$ cat src/rtl/fifo_1x1_if.sv
// Producer/consumer handshake bundle for fifo_1x1.
// The slave modport is the FIFO side; the master modport is the user side.
interface fifo_1x1_if #(
  parameter int unsigned DATA_WIDTH = 1
);
  logic [DATA_WIDTH-1:0] wr_data;
  logic                  wr_en;
  logic [DATA_WIDTH-1:0] rd_data;
  logic                  rd_en;
  logic                  rd_valid;
  logic                  full;
  logic                  empty;

  modport slave (
    input  wr_data, wr_en, rd_en,
    output rd_data, rd_valid, full, empty
  );

  modport master (
    output wr_data, wr_en, rd_en,
    input  rd_data, rd_valid, full, empty
  );
endinterface

$ cat src/rtl/fifo_1x1.sv
// Single-clock FIFO with a registered read port and 1-cycle read latency.
// Pointers wrap by explicit compare, so any depth >= 2 works.
module fifo_1x1 #(
  parameter int unsigned DATA_WIDTH = 1,
  parameter int unsigned FIFO_DEPTH = 8
) (
  input  logic       clk,
  input  logic       reset,
  fifo_1x1_if.slave  bus
);
  localparam int unsigned AW = (FIFO_DEPTH > 1) ? $clog2(FIFO_DEPTH) : 1;
  localparam int unsigned CW = $clog2(FIFO_DEPTH + 1);

  logic [AW-1:0]         r_wr_ptr, r_rd_ptr;
  logic [CW-1:0]         r_count;
  logic [DATA_WIDTH-1:0] r_mem [FIFO_DEPTH];
  logic [DATA_WIDTH-1:0] r_rd_data;
  logic                  r_rd_valid;

  logic                  w_full, w_empty, w_wr_acc, w_rd_acc;
  logic [AW-1:0]         w_wr_ptr_nxt, w_rd_ptr_nxt;
  logic [CW-1:0]         w_count_nxt;

  assign w_full   = (r_count == CW'(FIFO_DEPTH));
  assign w_empty  = (r_count == '0);
  assign w_wr_acc = bus.wr_en && !w_full;
  assign w_rd_acc = bus.rd_en && !w_empty;

  always_comb begin
    w_wr_ptr_nxt = (r_wr_ptr == AW'(FIFO_DEPTH - 1)) ? '0 : r_wr_ptr + AW'(1);
    w_rd_ptr_nxt = (r_rd_ptr == AW'(FIFO_DEPTH - 1)) ? '0 : r_rd_ptr + AW'(1);
    w_count_nxt  = r_count;
    unique case ({w_wr_acc, w_rd_acc})
      2'b10:   w_count_nxt = r_count + CW'(1);
      2'b01:   w_count_nxt = r_count - CW'(1);
      default: w_count_nxt = r_count;
    endcase
  end

  // Storage is intentionally not reset; stale words are unreachable once pointers clear.
  always_ff @(posedge clk) begin
    if (w_wr_acc) begin
      r_mem[r_wr_ptr] <= bus.wr_data;
    end
  end

  always_ff @(posedge clk or posedge reset) begin
    if (reset) begin
      r_wr_ptr   <= '0;
      r_rd_ptr   <= '0;
      r_count    <= '0;
      r_rd_data  <= '0;
      r_rd_valid <= 1'b0;
    end else begin
      r_count    <= w_count_nxt;
      r_rd_valid <= w_rd_acc;
      if (w_wr_acc) begin
        r_wr_ptr <= w_wr_ptr_nxt;
      end
      if (w_rd_acc) begin
        r_rd_ptr  <= w_rd_ptr_nxt;
        r_rd_data <= r_mem[r_rd_ptr];
      end
    end
  end

  assign bus.full     = w_full;
  assign bus.empty    = w_empty;
  assign bus.rd_data  = r_rd_data;
  assign bus.rd_valid = r_rd_valid;
endmodule

$ cat src/flat_wrapper.sv
// flat-port wrapper written by rule: the top's interface ports become plain ports
module fifo_1x1_flat 
#(
  parameter int unsigned DATA_WIDTH = 1,
  parameter int unsigned FIFO_DEPTH = 8
)
  (clk, reset, bus_wr_data, bus_wr_en, bus_rd_en, bus_rd_data, bus_rd_valid, bus_full, bus_empty);
  fifo_1x1_if #(.DATA_WIDTH(DATA_WIDTH)) bus_i ();
  input  logic clk;
  input  logic reset;
  input wire logic [$bits(bus_i.wr_data)-1:0] bus_wr_data;
  input wire logic [$bits(bus_i.wr_en)-1:0] bus_wr_en;
  input wire logic [$bits(bus_i.rd_en)-1:0] bus_rd_en;
  output wire logic [$bits(bus_i.rd_data)-1:0] bus_rd_data;
  output wire logic [$bits(bus_i.rd_valid)-1:0] bus_rd_valid;
  output wire logic [$bits(bus_i.full)-1:0] bus_full;
  output wire logic [$bits(bus_i.empty)-1:0] bus_empty;
  assign bus_i.wr_data = bus_wr_data;
  assign bus_i.wr_en = bus_wr_en;
  assign bus_i.rd_en = bus_rd_en;
  assign bus_rd_data = bus_i.rd_data;
  assign bus_rd_valid = bus_i.rd_valid;
  assign bus_full = bus_i.full;
  assign bus_empty = bus_i.empty;
  fifo_1x1 #(.DATA_WIDTH(DATA_WIDTH), .FIFO_DEPTH(FIFO_DEPTH)) u_core (.clk(clk), .reset(reset), .bus(bus_i));
endmodule
$ cat config.mk
export PLATFORM = sky130hd
export DESIGN_NAME = fifo_1x1_flat
export DESIGN_NICKNAME = d
export VERILOG_FILES = /design/src/rtl/fifo_1x1_if.sv /design/src/rtl/fifo_1x1.sv /design/src/flat_wrapper.sv
export SDC_FILE = /design/constraint.sdc
export NUM_CORES = 1
export LEC_CHECK = 0
export CAP_MARGIN = 15
export CORE_ASPECT_RATIO = 1.2
export CORE_MARGIN = 5
export CORE_UTILIZATION = 55
export CTS_BUF_LIST = sky130_fd_sc_hd__clkbuf_8
export DETAILED_ROUTE_END_ITERATION = 10
export HOLD_SLACK_MARGIN = 0.1
export PLACE_DENSITY = 0.72
export SYNTH_ARGS = -nofsm -noshare
export SYNTH_HDL_FRONTEND = slang
export SYNTH_SLANG_ARGS = --single-unit
export TNS_END_PERCENT = 20
$ cat constraint.sdc
create_clock -name clk -period 3.1 [get_ports clk]
set_input_delay 0.62 -clock clk [delete_from_list [all_inputs] [get_ports clk]]
set_output_delay 0.62 -clock clk [all_outputs]
set_load 0.03 [all_outputs]
==> run_results.csv, run 1 <==
group,metric,value,unit
status,outcome,"finished clean",
place,portBuffers,8,
worst_hold_path,hold_end,"u_core.bus.rd_data",
run,maxCapViolCount,0,
final_layout,drive_above_1_share,0.1042,
setup_path,worstPathCellList,"clkdlybuf4s50_1 > a21bo_2 > ha_1 > ha_1 > a21o_1 > a2111oi_0 > nand4b_1 > nand3_1",
setup_path,worst_setup_path_start_kind,"input pin",
timing,tightest_slew,0.4726,ns
power_and_ir_drop,power_frac_comb,0.422,
final_layout,diodes,0,
synthesis,ys_seq_area_frac,0.5106,
clock_network,cts.htree.levels,1,
routing,drt_iter0_markers,9,
setup_path,worst_path_most_repeated_cell,"ha_1",
setup_path,r2r-start,"u_core.r_count[0]",
routing,final_antenna_net_count,0,
die,start_util,0.5787,
clock_network,ctsHoldBuffers,0,
routing,vias,647,
setup_path,regToRegSetupSlack,0.63,ns
setup_path,path_max_fanout,10,
routing,drt-pass1-iter-count,4,
timing,timing.fmax,384.1,MHz
global_route,grt_pass1_vias,659,
power_and_ir_drop,intPower,0.0007105,W
clock_network,cts_resized,0,
timing,finalHoldViolations,0,
place,preCtsSetupSlack,0.2422,ns
place,dp_hpwl,1.247,mm
synthesis,synthDistinctLibCells,30,
power_and_ir_drop,p_leak,0.5153,nW
clock_network,cts_tree,"built",
timing,fin_skew,0.0009916,ns
synthesis,post-synth-top-area-fraction,0.2837,
synthesis,syn_area_per_cell,12.17,um2
synthesis,synth_seq_cells,20,
clock_network,numCtsBuffers,3,
setup_path,crit_family,"compound AO/OA/AOI/OAI gates",
setup_path,cp_num_buf_inv,1,
worst_hold_path,hp-class,"reg2reg",
global_route,antenna_found_initial,0,
global_route,grt_max_degree,13,
synthesis,syn_nets,100,
clock_network,cts.clk_slew.worst_paths,0.07,ns
power_and_ir_drop,power.total,0.001127,W
final_layout,syn2layout_area_growth,11.58,%
setup_path,cp_num_cells,8,
final_layout,nets,110,
timing,finalCritPeriodShare,0.8398,
timing,fin_ws,0.4967,ns
power_and_ir_drop,seqPwrFrac,0.432,
routing,routedWlPerCell,13.79,um
die,io_pins,9,
synthesis,yosysTopAreaCell,"dfrtp_1",
timing,min_period,2.603,ns
timing,slew-limit-headroom,0.6846,
synthesis,synth_area_leaders,"dfrtp_1 (28%), edfxtp_1 (23%), ha_1 (8.3%)",
place,placedCellCount,111,
power_and_ir_drop,powerDensity,954.0,nW/um2
die,coreArea,1829,um2
global_route,grt_pass1_wl,2.898,mm
setup_path,critPathKind,"in2reg",
synthesis,synth_edf_count,8,
synthesis,syn_area,1059,um2
timing,finalMaxSlewViolations,0,
clock_network,insertion_delay,0.25,ns
setup_path,r2r-end,"u_core.r_count[3]",
clock_network,root_buffer,"clkbuf_8",
synthesis,yosys_most_used_dff,"dfrtp_1",
final_layout,final_util,0.6457,
place,place_congestion,0.7340,
setup_path,worstPathArrival,2.74,ns
power_and_ir_drop,switching_share,0.3695,
synthesis,synth_cells,87,
timing,rsz0062_at_grt,"false",
die,die_h,58.06,um
setup_path,crit_slowest_cell,"clkdlybuf4s50_1",
routing,wirelength,1.586,mm
timing,tns,0,ns
clock_network,cts_max_path_buffers,2,
power_and_ir_drop,p_switching,0.0004163,W
setup_path,required,3.24,ns
routing,drc,0,
clock_network,postCtsSetupRepairBufs,0,
setup_path,slowest_delay,0.47,ns
final_layout,instances_no_fill,115,
timing,setup_violations,0,
global_route,grt_util_all_layers,0.1280,
global_route,grt_overflow,0,
die,die-area,2905,um2
setup_path,r2r_cells,8,
routing,vias_per_cell,5.626,
die,fp.dieW,50.05,um
synthesis,ys_async_sr_fraction,0.6000,
power_and_ir_drop,vdd_drop_max,0.5578,mV
worst_hold_path,holdPathStages,2,
setup_path,crit_path_end_kind,"flip-flop",
power_and_ir_drop,clockPowerShare,0.147,
worst_hold_path,min_from,"u_core.bus.rd_data",
clock_network,cts.sinks,20,
die,rows,17,
synthesis,yosys_warnings,0,
## power groups by stage
stage | combinational [W] | clock, W | sequential (W)
2_1_floorplan | 0.000385 | 0 | 0.000471
3_3_place_gp | 0.000458 | 0 | 0.000488
3_5_place_dp | 0.000480 | 0 | 0.000491
4_1_cts | 0.000481 | 0.000171 | 0.000486
5_1_grt | 0.000540 | 0.000181 | 0.000505
6_report | 0.000475 | 0.000165 | 0.000486
## worst min-delay path, cell delays in order (launching register included)
cell and delay (ns):
dfrtp_1 0.35, nand2_1 0.05, o21ai_1 0.07
## flip-flops by register name, indices dropped and copies added, names as in the netlist
signal               cells
u_core.bus.rd_valid      1
u_core.bus.rd_data       1
u_core.r_rd_ptr          3
u_core.r_wr_ptr          3
u_core.r_mem             8
u_core.r_count           4
## stage by stage
| stage | hold WS [ns] | area, um2 |
|---|---|---|
| after floorplan | 0.4847 | 1059 |
| after CTS | 0.5123 | 1181 |
| after detailed placement | 0.4936 | 1136 |
| final | 0.5033 | 1181 |
| after global placement | 0.4743 | 1136 |
| after global routing | 0.5568 | 1181 |
## kinds of logic (layout without fill, tap and decap cells)
| kind of cell | Yosys count | count (layout) | synth area share |
|---|---|---|---|
| xor+xnor | 2 | 2 | 0.01655 |
| simple gates | 30 | 30 | 0.1525 |
| buf+inv | 9 | 18 | 0.04965 |
| compound gates | 9 | 9 | 0.05791 |
| flops | 20 | 20 | 0.5106 |
| fa+ha+maj | 8 | 8 | 0.1017 |
| mux | 9 | 9 | 0.1111 |
## final cells by class
| class | instances | area (um2) |
|---|---|---|
| multi-input combinational | 58 | 465.4 |
| inverter | 5 | 18.77 |
| fill | 149 | 648.1 |
| tap | 19 | 23.77 |
| clock buffer | 3 | 41.29 |
| sequential | 20 | 540.5 |
| clock inverter | 1 | 3.754 |
| timing repair buffer | 9 | 87.58 |
## worst max path at each step
| stage | startpoint | slack, ns | end |
|---|---|---|---|
| after floorplan | u_core.r_count[0] | 0.26 | u_core.r_count[3] |
| after CTS | bus_wr_en | 0.51 | u_core.r_count[3] |
| after detailed placement | bus_wr_en | 0.24 | u_core.r_count[3] |
| after global routing | bus_wr_en | 0.37 | u_core.r_count[3] |
| final | bus_wr_en | 0.50 | u_core.r_count[3] |
| after global placement | bus_wr_en | 0.33 | u_core.r_count[3] |
## synthesized netlist by cell type (all sizes together), types with 2 or more instances
cell and instances:
a21o 3, buf 3, dfrtp 12, edfxtp 8, ha 7, inv 5, mux2 3, mux2i 5
nand2 6, nand2b 4, nand3 2, nor2 4, nor3 8, nor4 2, o21ai 3
## routing by layer
layer | wire length [um] | GRT usage | up-vias | share of wire
li1 | - | - | 330 | -
met1 | 720 | 0.1694 | 307 | 0.45
met2 | 793 | 0.1975 | 6 | 0.50
met3 | 38 | 0.02314 | 4 | 0.024
met4 | 33 | 0.06742 | 0 | 0.021
met5 | 0 | 0 | - | 0
## layout by cell type, fill, tap and decap left out, types with 2 or more instances in the layout
cell type	n
ha_1	7
clkbuf_8	3
mux2_4	3
nand3_1	2
nor2_1	4
nor3_1	8
nand2b_1	4
mux2i_1	5
o21ai_0	2
a21o_1	3
clkdlybuf4s50_1	8
nand2_1	6
edfxtp_1	8
inv_1	6
dfrtp_1	12
Note: power is estimated with default switching activity, not from simulation.
==> run 2, diff against run 1 <==
==> constraint.sdc (replaced) <==
create_clock -name clk -period 2.44 [get_ports clk]
set_input_delay 0.488 -clock clk [delete_from_list [all_inputs] [get_ports clk]]
set_output_delay 0.488 -clock clk [all_outputs]
set_load 0.03 [all_outputs]
==> run 2 against run 1 <==
Against the previous run: register-to-register slack got worse by 0.45 ns; design area increased by 5.0%; highest routed layer unchanged; critical endpoint is now bus_full; largest cell class unchanged; clock power is 27% higher; sequential power up 30%; wire length is 2.9% higher; total power increased by 33%.
==> run_results.csv, run 2 (same netlist as run 1, synthesis figures left out) <==
group,metric,value,unit
status,outcome,"finished clean",
routing,vias,684,
worst_hold_path,hp-class,"reg2reg",
routing,vias_per_cell,5.846,
global_route,grt_pass1_wl,3.008,mm
final_layout,diodes,0,
clock_network,insertion_delay,0.25,ns
place,dpl_cell_area,1195,um2
die,fp.dieW,50.05,um
final_layout,final_util,0.6778,
timing,min_period,2.325,ns
power_and_ir_drop,vdd_drop_max,0.6601,mV
setup_path,crit_slowest_cell,"clkdlybuf4s50_1",
global_route,grt_overflow,0,
setup_path,slowest_delay,0.67,ns
setup_path,worstPathArrival,1.84,ns
final_layout,n_fill_cell,138,
die,io_pins,9,
setup_path,path_max_fanout,5,
timing,finalMaxSlewViolations,0,
die,coreArea,1829,um2
clock_network,cts_resized,0,
final_layout,largest_reg_flops,8,
global_route,grt_pass1_vias,731,
routing,wirelength,1.632,mm
setup_path,worstPathCellList,"nor3_1 > and2_1 > clkdlybuf4s50_1",
place,dp_hpwl,1.297,mm
global_route,grt_max_degree,13,
routing,routedWlPerCell,13.95,um
run,maxCapViolCount,0,
final_layout,syn2layout_area_growth,17.14,%
clock_network,cts.sinks,20,
final_layout,nets,112,
final_layout,regMostFlops,"u_core.r_mem",
clock_network,ctsHoldBuffers,0,
die,start_util,0.5787,
routing,drt-pass1-iter-count,4,
clock_network,postCtsSetupRepairBufs,0,
power_and_ir_drop,power.total,0.001501,W
setup_path,required,1.95,ns
die,rows,17,
timing,finalHoldViolations,0,
timing,setup_violations,0,
clock_network,cts.htree.levels,1,
routing,final_antenna_net_count,0,
global_route,grt_util_all_layers,0.1328,
timing,tightest_slew,0.4580,ns
power_and_ir_drop,powerDensity,1211,nW/um2
place,portBuffers,8,
routing,drt_iter0_markers,4,
routing,drc,0,
final_layout,final_common_cell,"dfrtp_1",
timing,rsz0062_at_grt,"false",
timing,slew-limit-headroom,0.6943,
clock_network,root_buffer,"clkbuf_8",
timing,timing.fmax,430.1,MHz
clock_network,numCtsBuffers,3,
global_route,antenna_found_initial,0,
timing,fin_skew,0.006955,ns
setup_path,crit_path_end_kind,"output pin",
setup_path,critPathKind,"reg2out",
place,place_congestion,0.7183,
clock_network,cts_max_path_buffers,2,
final_layout,drive_above_1_share,0.1633,
die,die_h,58.06,um
die,die-area,2905,um2
final_layout,layout_common_cells,"dfrtp_1 (12), nor3_1 (8), clkdlybuf4s50_1 (8), edfxtp_1 (8), nand2_1 (6)",
final_layout,largestRegisters,"u_core.r_mem (8), u_core.r_count (4)",
power_and_ir_drop,p_leak,0.5230,nW
clock_network,cts_tree,"built",
clock_network,cts.clk_slew.worst_paths,0.06,ns
final_layout,finish.instance_area,1240,um2
timing,finalCritPeriodShare,0.9529,
setup_path,worst_setup_path_start_kind,"flip-flop",
==> run 2: changes by cell type in the layout (fill, tap and decap cells not counted), sizes merged <==
cell / before / now
inv: 6 / 5
clkinv: 0 / 1
buf: 1 / 3
==> run 2: routing by layer <==
metal	part of all wire	global-route usage
met5	0	0
met3	0.032	0.02314
met1	0.41	0.1464
met4	0.021	0.06742
met2	0.53	0.2388
==> run 2: where the power goes <==
group / leakage (nW) / switching, W / internal [W]
Combinational: 0.284 / 0.000297 / 0.000361
Sequential: 0.216 / 0.000163 / 0.000471
Clock: 0.0231 / 0.0000977 / 0.000112
Total: 0.523 / 0.000558 / 0.000943
==> run 2: worst max-delay path: cells and delay by family (launching register included) <==
| family | cells | cell delay [ns] |
|---|---|---|
| buffers and inverters | 1 | 0.67 |
| DFF | 1 | 0.46 |
| and+or+nand+nor | 2 | 0.46 |
==> run 2: final timing paths <==
path                                    startpoint            endpoint  slack [ns]  cells past startpoint
worst max-delay path             u_core.r_count[0]            bus_full        0.11                      3
worst min-delay path            u_core.bus.rd_data  u_core.bus.rd_data        0.49                      2
worst max register to register   u_core.r_count[3]   u_core.r_count[3]        0.18                      9
worst min register to register  u_core.bus.rd_data  u_core.bus.rd_data        0.49                      2
max in group asynchronous                    reset   u_core.r_count[0]        1.58                      2
min in group asynchronous                    reset  u_core.r_wr_ptr[1]        0.54                      2
==> run 2: cell type report <==
cell class / instances / area [um2] / share of cell area
Sequential cell: 20 / 540.5 / 0.4359
Timing Repair Buffer: 11 / 102.6 / 0.08274
Clock inverter: 1 / 3.754 / 0.003027
Clock buffer: 3 / 41.29 / 0.03330
Tap cell: 19 / 23.77 / 0.01917
Inverter: 5 / 21.27 / 0.01715
Multi-Input combinational cell: 58 / 506.7 / 0.4087
==> run 2: metrics by stage <==
step	setup WS, ns	setup TNS, ns	hold slack (ns)	cells
2_1_floorplan	-0.04625	-0.04625	0.3527	87
3_3_place_gp	0.04613	0	0.4735	113
3_5_place_dp	-0.05514	-0.05514	0.4812	113
4_1_cts	0.08927	0	0.4961	117
5_1_grt	0.0007792	0	0.5430	117
6_report	0.1149	0	0.4904	117
==> run 3, diff against run 2 <==
--- a/config.mk
+++ b/config.mk
@@ -7,11 +7,12 @@
 export LEC_CHECK = 0
 export CAP_MARGIN = 15
 export CORE_ASPECT_RATIO = 1.2
-export CORE_MARGIN = 5
+export CORE_MARGIN = 2
 export CORE_UTILIZATION = 55
 export CTS_BUF_LIST = sky130_fd_sc_hd__clkbuf_8
 export DETAILED_ROUTE_END_ITERATION = 10
 export HOLD_SLACK_MARGIN = 0.1
+export MAX_ROUTING_LAYER = met4
 export PLACE_DENSITY = 0.72
 export SYNTH_ARGS = -nofsm -noshare
 export SYNTH_HDL_FRONTEND = slang
==> run 3 against run 2 <==
Against the previous run: clock skew is 0.0029 ns lower; fmax rose by 4.3%; largest power group unchanged; clock power about the same; first-iteration DRC count grew to 3.0 times the previous value; design area up 0.20%; flip-flop and latch count unchanged; wire length up 1.4%; critical path type is now reg2reg.
==> run_results.csv, run 3 (same netlist as run 1, synthesis figures left out) <==
group,metric,value,unit
power_and_ir_drop,seqPwrFrac,0.424,
routing,vias_per_cell,5.744,
global_route,grt_max_degree,13,
setup_path,worstPathArrival,2.42,ns
die,rows,17,
timing,finalCritPeriodShare,0.9140,
setup_path,path_max_fanout,6,
power_and_ir_drop,switching_share,0.3726,
setup_path,r2r-start,"u_core.r_count[3]",
status,outcome,"finished clean",
global_route,antenna_found_initial,0,
routing,drt_iter0_markers,12,
global_route,grt_util_all_layers,0.1896,
power_and_ir_drop,intPower,0.0009403,W
timing,tightest_slew,0.4805,ns
global_route,grt_pass1_wl,2.946,mm
setup_path,r2r-end,"u_core.r_count[3]",
final_layout,largestRegisters,"u_core.r_mem (8), u_core.r_count (4)",
clock_network,root_buffer,"clkbuf_8",
die,coreArea,1829,um2
final_layout,regMostFlops,"u_core.r_mem",
clock_network,ctsHoldBuffers,0,
die,start_util,0.5787,
timing,timing.fmax,448.4,MHz
clock_network,insertion_delay,0.25,ns
power_and_ir_drop,p_switching,0.0005585,W
power_and_ir_drop,clockPowerShare,0.142,
routing,final_antenna_net_count,0,
setup_path,required,2.63,ns
worst_hold_path,hp-class,"reg2reg",
power_and_ir_drop,p_leak,0.5444,nW
run,maxCapViolCount,0,
setup_path,critPathKind,"reg2reg",
power_and_ir_drop,power_frac_comb,0.435,
clock_network,cts_max_path_buffers,2,
timing,finalMaxSlewViolations,0,
final_layout,final_common_cell,"dfrtp_1",
timing,rsz0062_at_grt,"false",
place,placedCellCount,113,
final_layout,layout_common_cells,"dfrtp_1 (12), nor3_1 (8), edfxtp_1 (8), clkdlybuf4s50_1 (7), nand2_1 (6)",
setup_path,regToRegSetupSlack,0.21,ns
clock_network,cts_tree,"built",
timing,fin_ws,0.2099,ns
place,portBuffers,8,
setup_path,endpoint,"u_core.r_count[3]",
setup_path,crit_path_start,"u_core.r_count[3]",
timing,min_period,2.230,ns
place,dp_hpwl,1.256,mm
routing,wirelength,1.655,mm
clock_network,postCtsSetupRepairBufs,0,
final_layout,diodes,0,
final_layout,drive_above_1_share,0.1633,
routing,vias,672,
power_and_ir_drop,powerDensity,1206,nW/um2
routing,routedWlPerCell,14.15,um
clock_network,cts.sinks,20,
routing,drt-pass1-iter-count,4,
clock_network,cts.htree.levels,1,
timing,setup_violations,0,
place,preCtsSetupSlack,-0.03022,ns
timing,fin_skew,0.004089,ns
die,die_h,52.06,um
die,fp.dieW,44.05,um
clock_network,cts_resized,0,
clock_network,cts.clk_slew.worst_paths,0.07,ns
final_layout,final_util,0.6792,
final_layout,syn2layout_area_growth,17.38,%
power_and_ir_drop,power.total,0.001499,W
final_layout,largest_reg_flops,8,
setup_path,crit_path_end_kind,"flip-flop",
timing,slew-limit-headroom,0.6793,
power_and_ir_drop,vdd_drop_max,0.6983,mV
die,io_pins,9,
die,die-area,2293,um2
setup_path,worst_setup_path_start_kind,"flip-flop",
timing,finalHoldViolations,0,
global_route,grt_pass1_vias,652,
global_route,grt_overflow,0,
place,place_congestion,0.7696,
routing,drc,0,
final_layout,nets,112,
setup_path,r2r_cells,9,
final_layout,instances_no_fill,117,
clock_network,numCtsBuffers,3,
[run 3: power by group through the flow]
stage	sequential (W)	clock, W	combinational (W)
2_1_floorplan	0.000614	0	0.000515
3_3_place_gp	0.000637	0	0.000634
3_5_place_dp	0.000642	0	0.000661
4_1_cts	0.000635	0.000219	0.000662
5_1_grt	0.000656	0.000229	0.000742
6_report	0.000635	0.000212	0.000651
[run 3: layout make-up]
cell class / count / area, um2
flip-flops and latches: 20 / 540.5
clock inverters: 1 / 3.754
well taps: 19 / 23.77
inverters: 5 / 21.27
clock buffers: 3 / 41.29
repair buffers: 11 / 105.1
multi-input cells: 58 / 506.7
fillers: 140 / 586.8
[run 3: how the worst min path moves through the flow]
stage                                     to                from  slack [ns]  cells after the start
after floorplan           u_core.bus.rd_data               reset        0.35                      1
after global placement    u_core.bus.rd_data  u_core.bus.rd_data        0.47                      2
after detailed placement  u_core.bus.rd_data  u_core.bus.rd_data        0.47                      2
after CTS                 u_core.bus.rd_data  u_core.bus.rd_data        0.49                      2
after global routing      u_core.bus.rd_data  u_core.bus.rd_data        0.54                      2
final                     u_core.bus.rd_data  u_core.bus.rd_data        0.49                      2
[run 3: per-layer routing]
layer / global-route usage / up-vias / routed length [um]
met5: - / - / 0
met4: 0.1364 / 0 / 22
met3: 0.02083 / 2 / 39
met2: 0.2794 / 9 / 834
met1: 0.2414 / 326 / 759
li1: - / 335 / -
[run 3: per-stage QoR]
stage / instance area, um2 / setup TNS [ns] / hold slack (ns)
after floorplan: 1102 / -0.04625 / 0.3527
after global placement: 1195 / 0 / 0.4736
after detailed placement: 1195 / -0.03022 / 0.4749
after CTS: 1240 / 0 / 0.4903
after global routing: 1242 / 0 / 0.5439
final: 1242 / 0 / 0.4856
[run 3: worst max-delay path, stage by stage, from the launching register on]
cell      delay, ns
dfrtp_1        0.46
nor4_4         0.30
nand2b_4       0.18
inv_4          0.04
ha_4           0.17
ha_4           0.26
a21o_1         0.14
a21oi_1        0.10
or4_1          0.42
nand3_1        0.09
